--- config.mk ---
export PLATFORM = sky130hd
export DESIGN_NAME = csr_bank
export DESIGN_NICKNAME = d
export VERILOG_FILES = /design/src/rtl/csr_bank.sv
export SDC_FILE = /design/constraint.sdc
export NUM_CORES = 1
export LEC_CHECK = 0
export CAP_MARGIN = 20
export CORE_UTILIZATION = 59
export CTS_BUF_LIST = sky130_fd_sc_hd__clkbuf_8
export CTS_CLUSTER_DIAMETER = 80
export CTS_CLUSTER_SIZE = 28
export DETAILED_ROUTE_END_ITERATION = 8
export GPL_ROUTABILITY_DRIVEN = 0
export PLACE_DENSITY = 0.88
export SLEW_MARGIN = 20
export SYNTH_ARGS = -nofsm -noshare
export SYNTH_HDL_FRONTEND = slang
export SYNTH_SLANG_ARGS = --single-unit
export TNS_END_PERCENT = 20
--- constraint.sdc ---
create_clock -name clk_i -period 24 [get_ports clk_i]
set_input_delay 4.8 -clock clk_i [delete_from_list [all_inputs] [get_ports clk_i]]
set_output_delay 4.8 -clock clk_i [all_outputs]
set_load 0.05 [all_outputs]
--- src/rtl/csr_bank.sv ---
// csr_bank: parametrised config/status register bank behind a valid/ready request/response port
// with masked config writes, write pulses, optional status synchroniser and sticky W1C interrupt registers.
module csr_bank #(
    parameter int ADDR_WIDTH = 7,
    parameter int DATA_WIDTH = 8,
    parameter int NUM_CONFIG_REG = 12,
    parameter int NUM_STATUS_REG = 4,
    parameter logic [DATA_WIDTH*NUM_CONFIG_REG-1:0] CONFIG_RESET = '0,
    parameter logic [DATA_WIDTH*NUM_CONFIG_REG-1:0] WRITE_MASK = '1,
    parameter int STATUS_SYNC = 1
) (
    input  logic                                   clk_i,
    input  logic                                   rst_i,
    input  logic                                   req_valid_i,
    output logic                                   req_ready_o,
    input  logic                                   req_write_i,
    input  logic [ADDR_WIDTH-1:0]                  req_addr_i,
    input  logic [DATA_WIDTH-1:0]                  req_wdata_i,
    output logic                                   rsp_valid_o,
    input  logic                                   rsp_ready_i,
    output logic [DATA_WIDTH-1:0]                  rsp_rdata_o,
    output logic                                   rsp_err_o,
    output logic [DATA_WIDTH*NUM_CONFIG_REG-1:0]   config_bus_o,
    output logic [NUM_CONFIG_REG-1:0]              config_wr_pulse_o,
    input  logic [DATA_WIDTH*NUM_STATUS_REG-1:0]   status_bus_i,
    output logic                                   irq_o
);
    localparam int DW = DATA_WIDTH;
    localparam int NC = NUM_CONFIG_REG;
    localparam int NS = NUM_STATUS_REG;
    localparam int SW = DW * NS;

    typedef enum logic [1:0] {IDLE, ACCESS, RESP} state_t;

    state_t               state_q, state_d;
    logic                 wr_q, wr_d;
    logic [ADDR_WIDTH-1:0] addr_q, addr_d;
    logic [DW-1:0]        wdata_q, wdata_d;
    logic [DW*NC-1:0]     cfg_q, cfg_d;
    logic [SW-1:0]        sticky_q, sticky_d;
    logic [NC-1:0]        pulse_q, pulse_d;
    logic [DW-1:0]        rdata_q, rdata_d;
    logic                 err_q, err_d;
    logic                 irq_q;
    logic [SW-1:0]        status_s;

    generate
        if (STATUS_SYNC != 0) begin : g_sync
            logic [SW-1:0] s0_q, s1_q;
            always_ff @(posedge clk_i or posedge rst_i) begin
                if (rst_i) begin
                    s0_q <= '0;
                    s1_q <= '0;
                end else begin
                    s0_q <= status_bus_i;
                    s1_q <= s0_q;
                end
            end
            assign status_s = s1_q;
        end else begin : g_nosync
            assign status_s = status_bus_i;
        end
    endgenerate

    always_comb begin
        state_d  = state_q;
        wr_d     = wr_q;
        addr_d   = addr_q;
        wdata_d  = wdata_q;
        cfg_d    = cfg_q;
        sticky_d = sticky_q | status_s;
        pulse_d  = '0;
        rdata_d  = rdata_q;
        err_d    = err_q;
        case (state_q)
            IDLE: begin
                if (req_valid_i) begin
                    wr_d    = req_write_i;
                    addr_d  = req_addr_i;
                    wdata_d = req_wdata_i;
                    state_d = ACCESS;
                end
            end
            ACCESS: begin
                state_d = RESP;
                // Unmapped is the fallback; any matching decode below overrides it.
                rdata_d = wr_q ? '0 : '1;
                err_d   = 1'b1;
                for (int i = 0; i < NC; i++) begin
                    if (addr_q == ADDR_WIDTH'(i)) begin
                        err_d = 1'b0;
                        if (wr_q) begin
                            cfg_d[i*DW +: DW] = (cfg_q[i*DW +: DW] & ~WRITE_MASK[i*DW +: DW]) |
                                                (wdata_q & WRITE_MASK[i*DW +: DW]);
                            pulse_d[i] = 1'b1;
                        end else begin
                            rdata_d = cfg_q[i*DW +: DW];
                        end
                    end
                end
                for (int j = 0; j < NS; j++) begin
                    if (addr_q == ADDR_WIDTH'(NC + j)) begin
                        err_d = wr_q;
                        if (!wr_q) rdata_d = status_s[j*DW +: DW];
                    end
                    if (addr_q == ADDR_WIDTH'(NC + NS + j)) begin
                        err_d = 1'b0;
                        if (wr_q) sticky_d[j*DW +: DW] = (sticky_q[j*DW +: DW] & ~wdata_q) | status_s[j*DW +: DW];
                        else rdata_d = sticky_q[j*DW +: DW];
                    end
                end
            end
            RESP: begin
                if (rsp_ready_i) state_d = IDLE;
            end
            default: state_d = IDLE;
        endcase
    end

    always_ff @(posedge clk_i or posedge rst_i) begin
        if (rst_i) begin
            state_q  <= IDLE;
            wr_q     <= 1'b0;
            addr_q   <= '0;
            wdata_q  <= '0;
            cfg_q    <= CONFIG_RESET;
            sticky_q <= '0;
            pulse_q  <= '0;
            rdata_q  <= '0;
            err_q    <= 1'b0;
            irq_q    <= 1'b0;
        end else begin
            state_q  <= state_d;
            wr_q     <= wr_d;
            addr_q   <= addr_d;
            wdata_q  <= wdata_d;
            cfg_q    <= cfg_d;
            sticky_q <= sticky_d;
            pulse_q  <= pulse_d;
            rdata_q  <= rdata_d;
            err_q    <= err_d;
            irq_q    <= |sticky_q;
        end
    end

    assign req_ready_o       = state_q == IDLE;
    assign rsp_valid_o       = state_q == RESP;
    assign rsp_rdata_o       = rdata_q;
    assign rsp_err_o         = err_q;
    assign config_bus_o      = cfg_q;
    assign config_wr_pulse_o = pulse_q;
    assign irq_o             = irq_q;
endmodule
### Yosys cells after proc, flatten, opt, wreduce, memory -nomap -nowiden

Cells that the tools add are included.

* register bits: 232
* input bits: 52
* output and inout port bits: 120
* logic and storage cells: 167

* muxes and demuxes: 94
* equal/unequal tests: 23
* reductions and logical operators: 17
* bitwise operators: 10

Operators by type and width (count)
* 8-bit two-way mux: 56
* 7-bit by 4-bit == test with 1-bit output, second input constant: 8
* 3-bit AND reduction: 12
* 1-bit two-way mux: 33
* 8-bit bitwise AND: 4
* 32-bit two-way mux: 1
* 32-bit OR: 1
* 8-bit OR: 4
* 32-bit OR reduction: 1
* 7-bit by 3-bit == test with 1-bit output, second input constant: 4
* 7-bit by 5-bit == test with 1-bit output, second input constant: 4
* 7-bit by 2-bit == test with 1-bit output, second input constant: 2
* 12-bit two-way mux: 1
* 8-bit inverter: 1
* 7-bit by 1-bit == test with 1-bit output, second input constant: 1
* 7-bit logical NOT: 1
* 2-bit one-hot mux with 3 select lines: 1
* 2-bit two-way mux: 2
* 2-bit AND reduction: 2
* 2-bit by 1-bit == test with 1-bit output, second input constant: 1
* 2-bit == test, second input constant: 1
* 2-bit logical NOT: 1
* 2-bit by 1-bit != test with 1-bit output, second input constant: 1
* 2-bit != test, second input constant: 1

### Longest topological paths before layout

Gate-level depths: netlist of the first run.

* word-level depth: 48
* gate-level depth with buffers: 9
* depth with buffers taken out: 6

### Least setup slack after synthesis of the first run

No wires, ideal clock.

* kind: register to output
* start: register state_q[0]
* end: output req_ready_o
* path slack: 18142 ps
* arrival: 1058 ps
* buffers on the path: 0
* stages on the path, launching flop included: 2
* required time: 19200 ps
* cell sequence: dfrtp_1 -> nor2_1

* word-level cells in the longest chain between the ends: 1

Ends and longest elaborated chain
* from (decl): RTL line 35 `state_t state_q, state_d;`
* from (signal assigned): RTL line 133 `state_q <= state_d;`
* 2-bit logical NOT: RTL line 146 `assign req_ready_o = state_q == IDLE;`
* to (decl): RTL line 15 `output logic req_ready_o,`

No other way between the ends.

### Worst setup path after layout of the first run

* start: register state_q[0]
* end: output rsp_valid_o

* word-level cells in the longest chain between the ends: 1

Ends and longest elaborated chain
* 2-bit == test: RTL line 147 `assign rsp_valid_o = state_q == RESP;`
* to (decl): RTL line 19 `output logic rsp_valid_o,`

No other way between the ends.

==> results.py, run 1 <==
metrics = {
    "outcome": {
        "outcome": "finished clean",
    },
    "floorplanning": {
        "dieArea_um2": 17400,
        "core_um2": 16500,
        "die_h_um": 132,
        "ioPinCount": 172,
        "std_cell_rows": 47,
        "die_x_um": 132,
        "start_util": 0.604,
    },
    "clock_network": {
        "cts_setup_buffers": 0,
        "cts-hold-fix-buffers": 0,
        "cts_max_level": 1,
        "ctsResizeCount": 0,
        "clockBufferDepth": 3,
        "cts_root_buf": "clkbuf_8",
        "path_clk_slew_ns": 0.17,
        "cts_tree": "yes",
        "insertion_delay_ns": 0.53,
        "cts_buffers": 12,
        "cts.sinks": 232,
    },
    "synthesis": {
        "ys_top_cells_by_count": "dfrtp_1 (232), mux2_2 (119), nand2_1 (46), nand3_1 (40), a21oi_1 (39)",
        "yosysMostFrequentCell": "dfrtp_1",
        "synthArstFlopShare": 1.00,
        "yosys_warnings": 0,
        "netlist_area_um2": 9980,
        "yosys_register_bits": 232,
        "synth_area_leaders": "dfrtp_1 (58%), mux2_2 (13%), a21o_1 (2.6%), nand3_1 (2.0%), a21oi_1 (2.0%)",
        "ys.flop_type": "dfrtp_1",
        "synth_top_area_share": 0.582,
        "synth_edf_count": 0,
        "syn-num-nets": 873,
        "syn_area_per_cell_um2": 12.2,
        "yosysTopAreaCell": "dfrtp_1",
        "yosysSeqAreaShare": 0.582,
        "netlist-cell-type-count": 56,
        "synthCells": 821,
    },
    "grt": {
        "grt_overflow": 0,
        "grt.total_usage": 0.325,
        "grt_pass1_wl_um": 43600,
        "grt_pass1_vias": 7676,
        "grt_max_degree": 162,
        "antenna_found_initial": 0,
    },
    "critical_path": {
        "arrival_ns": 1.94,
        "max_stage_delay_ns": 0.78,
        "path_delay_family": "buffers and inverters",
        "end_kind": "primary output",
        "critPathKind": "flip-flop to primary output",
        "cp_slowest_cell": "clkdlybuf4s50_1",
        "critPathMaxFanout": 4,
        "path_cells": "nand2b_1 -> inv_1 -> clkdlybuf4s50_1",
        "cp.required_ns": 19.20,
        "startpoint_type": "flip-flop",
        "worst-path-buf-inv": 2,
    },
    "power": {
        "p_int_mw": 0.656,
        "seqPwrFrac": 0.451,
        "p_sw_mw": 0.523,
        "p_per_area_nw_per_um2": 98.1,
        "leakage_nw": 4.98,
        "ir_drop_mv": 0.0725,
        "p_clk_frac": 0.145,
        "combPwrFrac": 0.404,
        "switching_share": 0.444,
        "power_mw": 1.18,
    },
    "route": {
        "drt_iter0_markers": 1175,
        "wire_per_inst_um": 23.6,
        "via_per_inst": 6.62,
        "drt.antenna.violating_nets": 0,
        "firstDrtPassIters": 8,
        "routed_wl_um": 28000,
        "drc": 0,
        "vias": 7848,
    },
    "finish": {
        "fin_util": 0.727,
        "drive_above_1_share": 0.180,
        "insertedDiodeCount": 0,
        "area_growth_pct": 20.4,
        "finish.net_count": 1014,
    },
    "timing": {
        "hold_violations": 0,
        "tightest_slew_ns": 1.07,
        "slew_violations": 0,
        "setup_tns_ns": 0,
        "rsz0062_at_grt": "false",
        "setup_violations": 0,
        "fin_crit_sh": 0.281,
        "fin_crit_ns": 6.74,
        "worst_clock_skew_ns": 0.0300,
        "maxSlewHeadroom": 0.288,
        "setup_ws_ns": 17.26,
        "fmax_ghz": 0.148,
    },
    "place": {
        "place_ws_ns": 16.89,
        "hpwl_um": 18700,
        "io_buffers": 171,
    },
    "worst_hold_path": {
        "hp-class": "flip-flop to flip-flop",
    },
    "flow_run": {
        "cap_violations": 0,
    },
}
-- power by group through the flow --
stage / Sequential (mW) / Clock, mW / Combinational (mW)
6_report: 0.532 / 0.171 / 0.476
5_1_grt: 0.537 / 0.187 / 0.495
4_1_cts: 0.527 / 0.174 / 0.465
3_3_place_gp: 0.531 / 0 / 0.454
2_1_floorplan: 0.581 / 0 / 0.245
3_5_place_dp: 0.533 / 0 / 0.462
-- final timing paths --
path	startpoint	cells after the start	slack [ns]	end
max	state_q[0]	3	17.26	rsp_valid_o
min	g_sync.s0_q[3]	0	0.35	g_sync.s1_q[3]
max reg2reg	addr_q[0]	6	20.65	config_bus_o[10]
min reg2reg	g_sync.s0_q[3]	0	0.35	g_sync.s1_q[3]
max in group asynchronous	rst_i	3	17.81	addr_q[1]
min in group asynchronous	rst_i	2	4.78	config_bus_o[23]
-- layer usage --
layer | track usage | routed length [um] | up-vias
li1 | - | - | 3279
met1 | 0.457 | 11000 | 3848
met2 | 0.482 | 12400 | 605
met3 | 0.0869 | 3290 | 116
met4 | 0.135 | 1260 | 0
met5 | 0 | 0 | -
-- cells in the final DEF (no fill, tap or decap), drive strengths merged, types with 6 or more instances in the layout --
cell type and n:
a21o 34, a21oi 39, a221oi 13, a22oi 15
a32oi 6, buf 11, clkbuf 14, clkdlybuf4s50 171
dfrtp 232, inv 14, mux2 119, mux4 7
nand2 46, nand2b 8, nand3 40, nor2 37
nor3 15, nor4 11, o211ai 13, o21ai 42
o22ai 11, or3 9
-- worst register-to-register path, delay by kind of cell, from the launching register on --
family	cells	cell delay, ns
simple gates	2	1.11
mux	1	0.40
flops	1	0.36
buf+inv	3	1.38
-- flip-flops by register name (all words and copies together) (netlist names) --
signal	count
rsp_err_o	1
addr_q	7
g_sync.s1_q	32
irq_o	1
wdata_q	8
wr_q	1
sticky_q	32
config_bus_o	96
g_sync.s0_q	32
config_wr_pulse_o	12
rsp_rdata_o	8
state_q	2
-- logic make-up (layout without fill, tap and decap cells) --
logic type      count (synthesis)  count (layout)  synth area share
buf+inv                        68             213            0.0317
mux                           129             129             0.153
simple gates                  191             191            0.0975
compound gates                201             201             0.136
flops                         232             232             0.582
-- stage by stage --
stage / cells / cell area [um^2] / hold WS, ns
after floorplan: 821 / 9980 / 0.331
after global placement: 1168 / 11800 / 0.333
after detailed placement: 1168 / 11800 / 0.335
after CTS: 1186 / 12000 / 0.354
after global routing: 1186 / 12000 / 0.375
final: 1186 / 12000 / 0.345
-- area by class of cell --
cell class                      count  area (um^2)
Timing Repair Buffer              182         1790
Clock buffer                       14          193
Tap cell                          220          275
Sequential cell                   232         5810
Clock inverter                      4         26.3
Multi-Input combinational cell    521         3860
Fill cell                        1092         4510
Inverter                           13         61.3
Note: power is estimated with default switching activity, not from simulation.
==> inputs of run 2 (changes only) <==
CORE_UTILIZATION = 50   (was 59)
PLACE_DENSITY = 0.79   (was 0.88)
clock period = 5.6 ns   (was 24 ns; I/O delays follow)
==> results.py, run 2 (synthesized netlist as in run 1, its figures left out) <==
metrics = {
    "timing": {
        "tightest_slew_ns": 1.18,
        "worst_clock_skew_ns": 0.0218,
        "setup_violations": 0,
        "fin_crit_ns": 3.35,
        "setup_ws_ns": 2.25,
        "rsz0062_at_grt": "false",
        "hold_violations": 0,
        "maxSlewHeadroom": 0.208,
        "fin_crit_sh": 0.599,
        "setup_tns_ns": 0,
        "slew_violations": 0,
        "fmax_ghz": 0.298,
    },
    "critical_path": {
        "startpoint_type": "flip-flop",
        "arrival_ns": 3.80,
        "path_cells": "inv_1 -> nor2_2 -> buf_4 -> nand3_1 -> nor2_2 -> mux2_2",
        "cp.required_ns": 6.04,
        "cp_slowest_cell": "dfrtp_1",
        "end_kind": "flip-flop",
        "cp_common_cell": "nor2_2",
        "max_stage_delay_ns": 0.67,
        "critPathKind": "flip-flop to flip-flop",
        "critPathMaxFanout": 24,
    },
    "worst_hold_path": {
        "hp-class": "flip-flop to flip-flop",
    },
    "outcome": {
        "outcome": "finished clean",
    },
    "floorplanning": {
        "die_x_um": 143,
        "die_h_um": 143,
        "start_util": 0.511,
        "ioPinCount": 172,
        "std_cell_rows": 51,
        "core_um2": 19500,
        "dieArea_um2": 20500,
    },
    "power": {
        "seqPwrFrac": 0.459,
        "p_sw_mw": 2.21,
        "combPwrFrac": 0.393,
        "p_int_mw": 2.81,
        "switching_share": 0.440,
        "p_clk_frac": 0.148,
        "leakage_nw": 4.99,
        "p_per_area_nw_per_um2": 415,
        "ir_drop_mv": 0.348,
    },
    "finish": {
        "drive_above_1_share": 0.184,
        "area_growth_pct": 21.3,
        "insertedDiodeCount": 0,
        "finish.net_count": 1017,
        "mostFrequentLayoutCells": "dfrtp_1 (231), clkdlybuf4s50_1 (171), mux2_2 (119)",
        "layout_commonest_cell": "dfrtp_1",
        "largest_reg_flops": 96,
    },
    "route": {
        "vias": 7705,
        "wire_per_inst_um": 23.4,
        "drc": 0,
        "drt_iter0_markers": 994,
        "firstDrtPassIters": 6,
        "via_per_inst": 6.24,
        "routed_wl_um": 28800,
        "drt.antenna.violating_nets": 0,
    },
    "grt": {
        "grt_pass1_vias": 7494,
        "antenna_found_initial": 1,
        "grt_overflow": 0,
        "grt.total_usage": 0.287,
        "grt_pass1_wl_um": 44000,
        "grt_max_degree": 111,
    },
    "clock_network": {
        "cts.sinks": 232,
        "cts_root_buf": "clkbuf_8",
        "clockBufferDepth": 3,
        "cts_buffers": 12,
        "insertion_delay_ns": 0.54,
        "path_clk_slew_ns": 0.15,
        "cts_max_level": 1,
        "cts_setup_buffers": 0,
        "cts-hold-fix-buffers": 0,
        "ctsResizeCount": 0,
        "cts_tree": "yes",
    },
    "place": {
        "io_buffers": 171,
        "place_ws_ns": 2.36,
        "hpwl_um": 20100,
    },
    "flow_run": {
        "cap_violations": 0,
    },
}
## run 2: cell types whose count changed in the layout (fill, tap and decap cells not counted), sizes merged
cell / previous run / this run
clkinvlp: 0 / 2
clkinv: 3 / 1
buf: 11 / 14
## run 2: area by class of cell
| type | instances | area (um^2) |
|---|---|---|
| clock buffer | 14 | 193 |
| fill | 1602 | 7420 |
| timing repair buffer | 185 | 1830 |
| inverter | 13 | 52.6 |
| clock inverter | 4 | 27.5 |
| tap | 265 | 332 |
| sequential | 232 | 5810 |
| multi-input combinational | 521 | 3860 |
## run 2: power by group through the flow
stage / clock network [mW] / registers [mW] / logic, mW
after floorplan: 0 / 2.49 / 1.05
after global placement: 0 / 2.32 / 1.91
after detailed placement: 0 / 2.33 / 1.93
after CTS: 0.761 / 2.30 / 1.94
after global routing: 0.816 / 2.34 / 2.07
final: 0.742 / 2.31 / 1.98
## run 2: critical path: cells and delay by family, from the launching register on
kind,cells,cell delay [ns]
AND/OR/NAND/NOR,3,1.41
multiplexers,1,0.41
buffers and inverters,2,0.77
flip-flops,1,0.67
## run 2: routing by layer
metal,wire (um),up-vias,GRT usage,part of all wire
li1,-,3285,-,-
met1,11600,3802,0.405,0.40
met2,12900,521,0.433,0.45
met3,3180,97,0.0666,0.11
met4,1110,0,0.110,0.038
met5,0,-,0,0
## run 2: path summary, 6_finish.rpt
check	endpoint	startpoint	depth (start not counted)	slack [ns]
max in group asynchronous	g_sync.s0_q[22]	rst_i	3	3.66
max reg2reg	config_bus_o[75]	wr_q	6	2.25
max	config_bus_o[75]	wr_q	6	2.25
min	g_sync.s1_q[5]	g_sync.s0_q[5]	0	0.36
min reg2reg	g_sync.s1_q[5]	g_sync.s0_q[5]	0	0.36
min in group asynchronous	config_bus_o[87]	rst_i	2	0.92
## run 2: metrics by stage
step,utilization,cell area (um^2),cells,power (mW),hold slack [ns]
after floorplan,-,9990,821,3.54,0.331
after global placement,0.609,11900,1216,4.23,0.334
after detailed placement,0.609,11900,1216,4.26,0.335
after CTS,0.620,12100,1234,5.00,0.363
after global routing,0.620,12100,1234,5.23,0.374
final,0.620,12100,1234,5.03,0.363
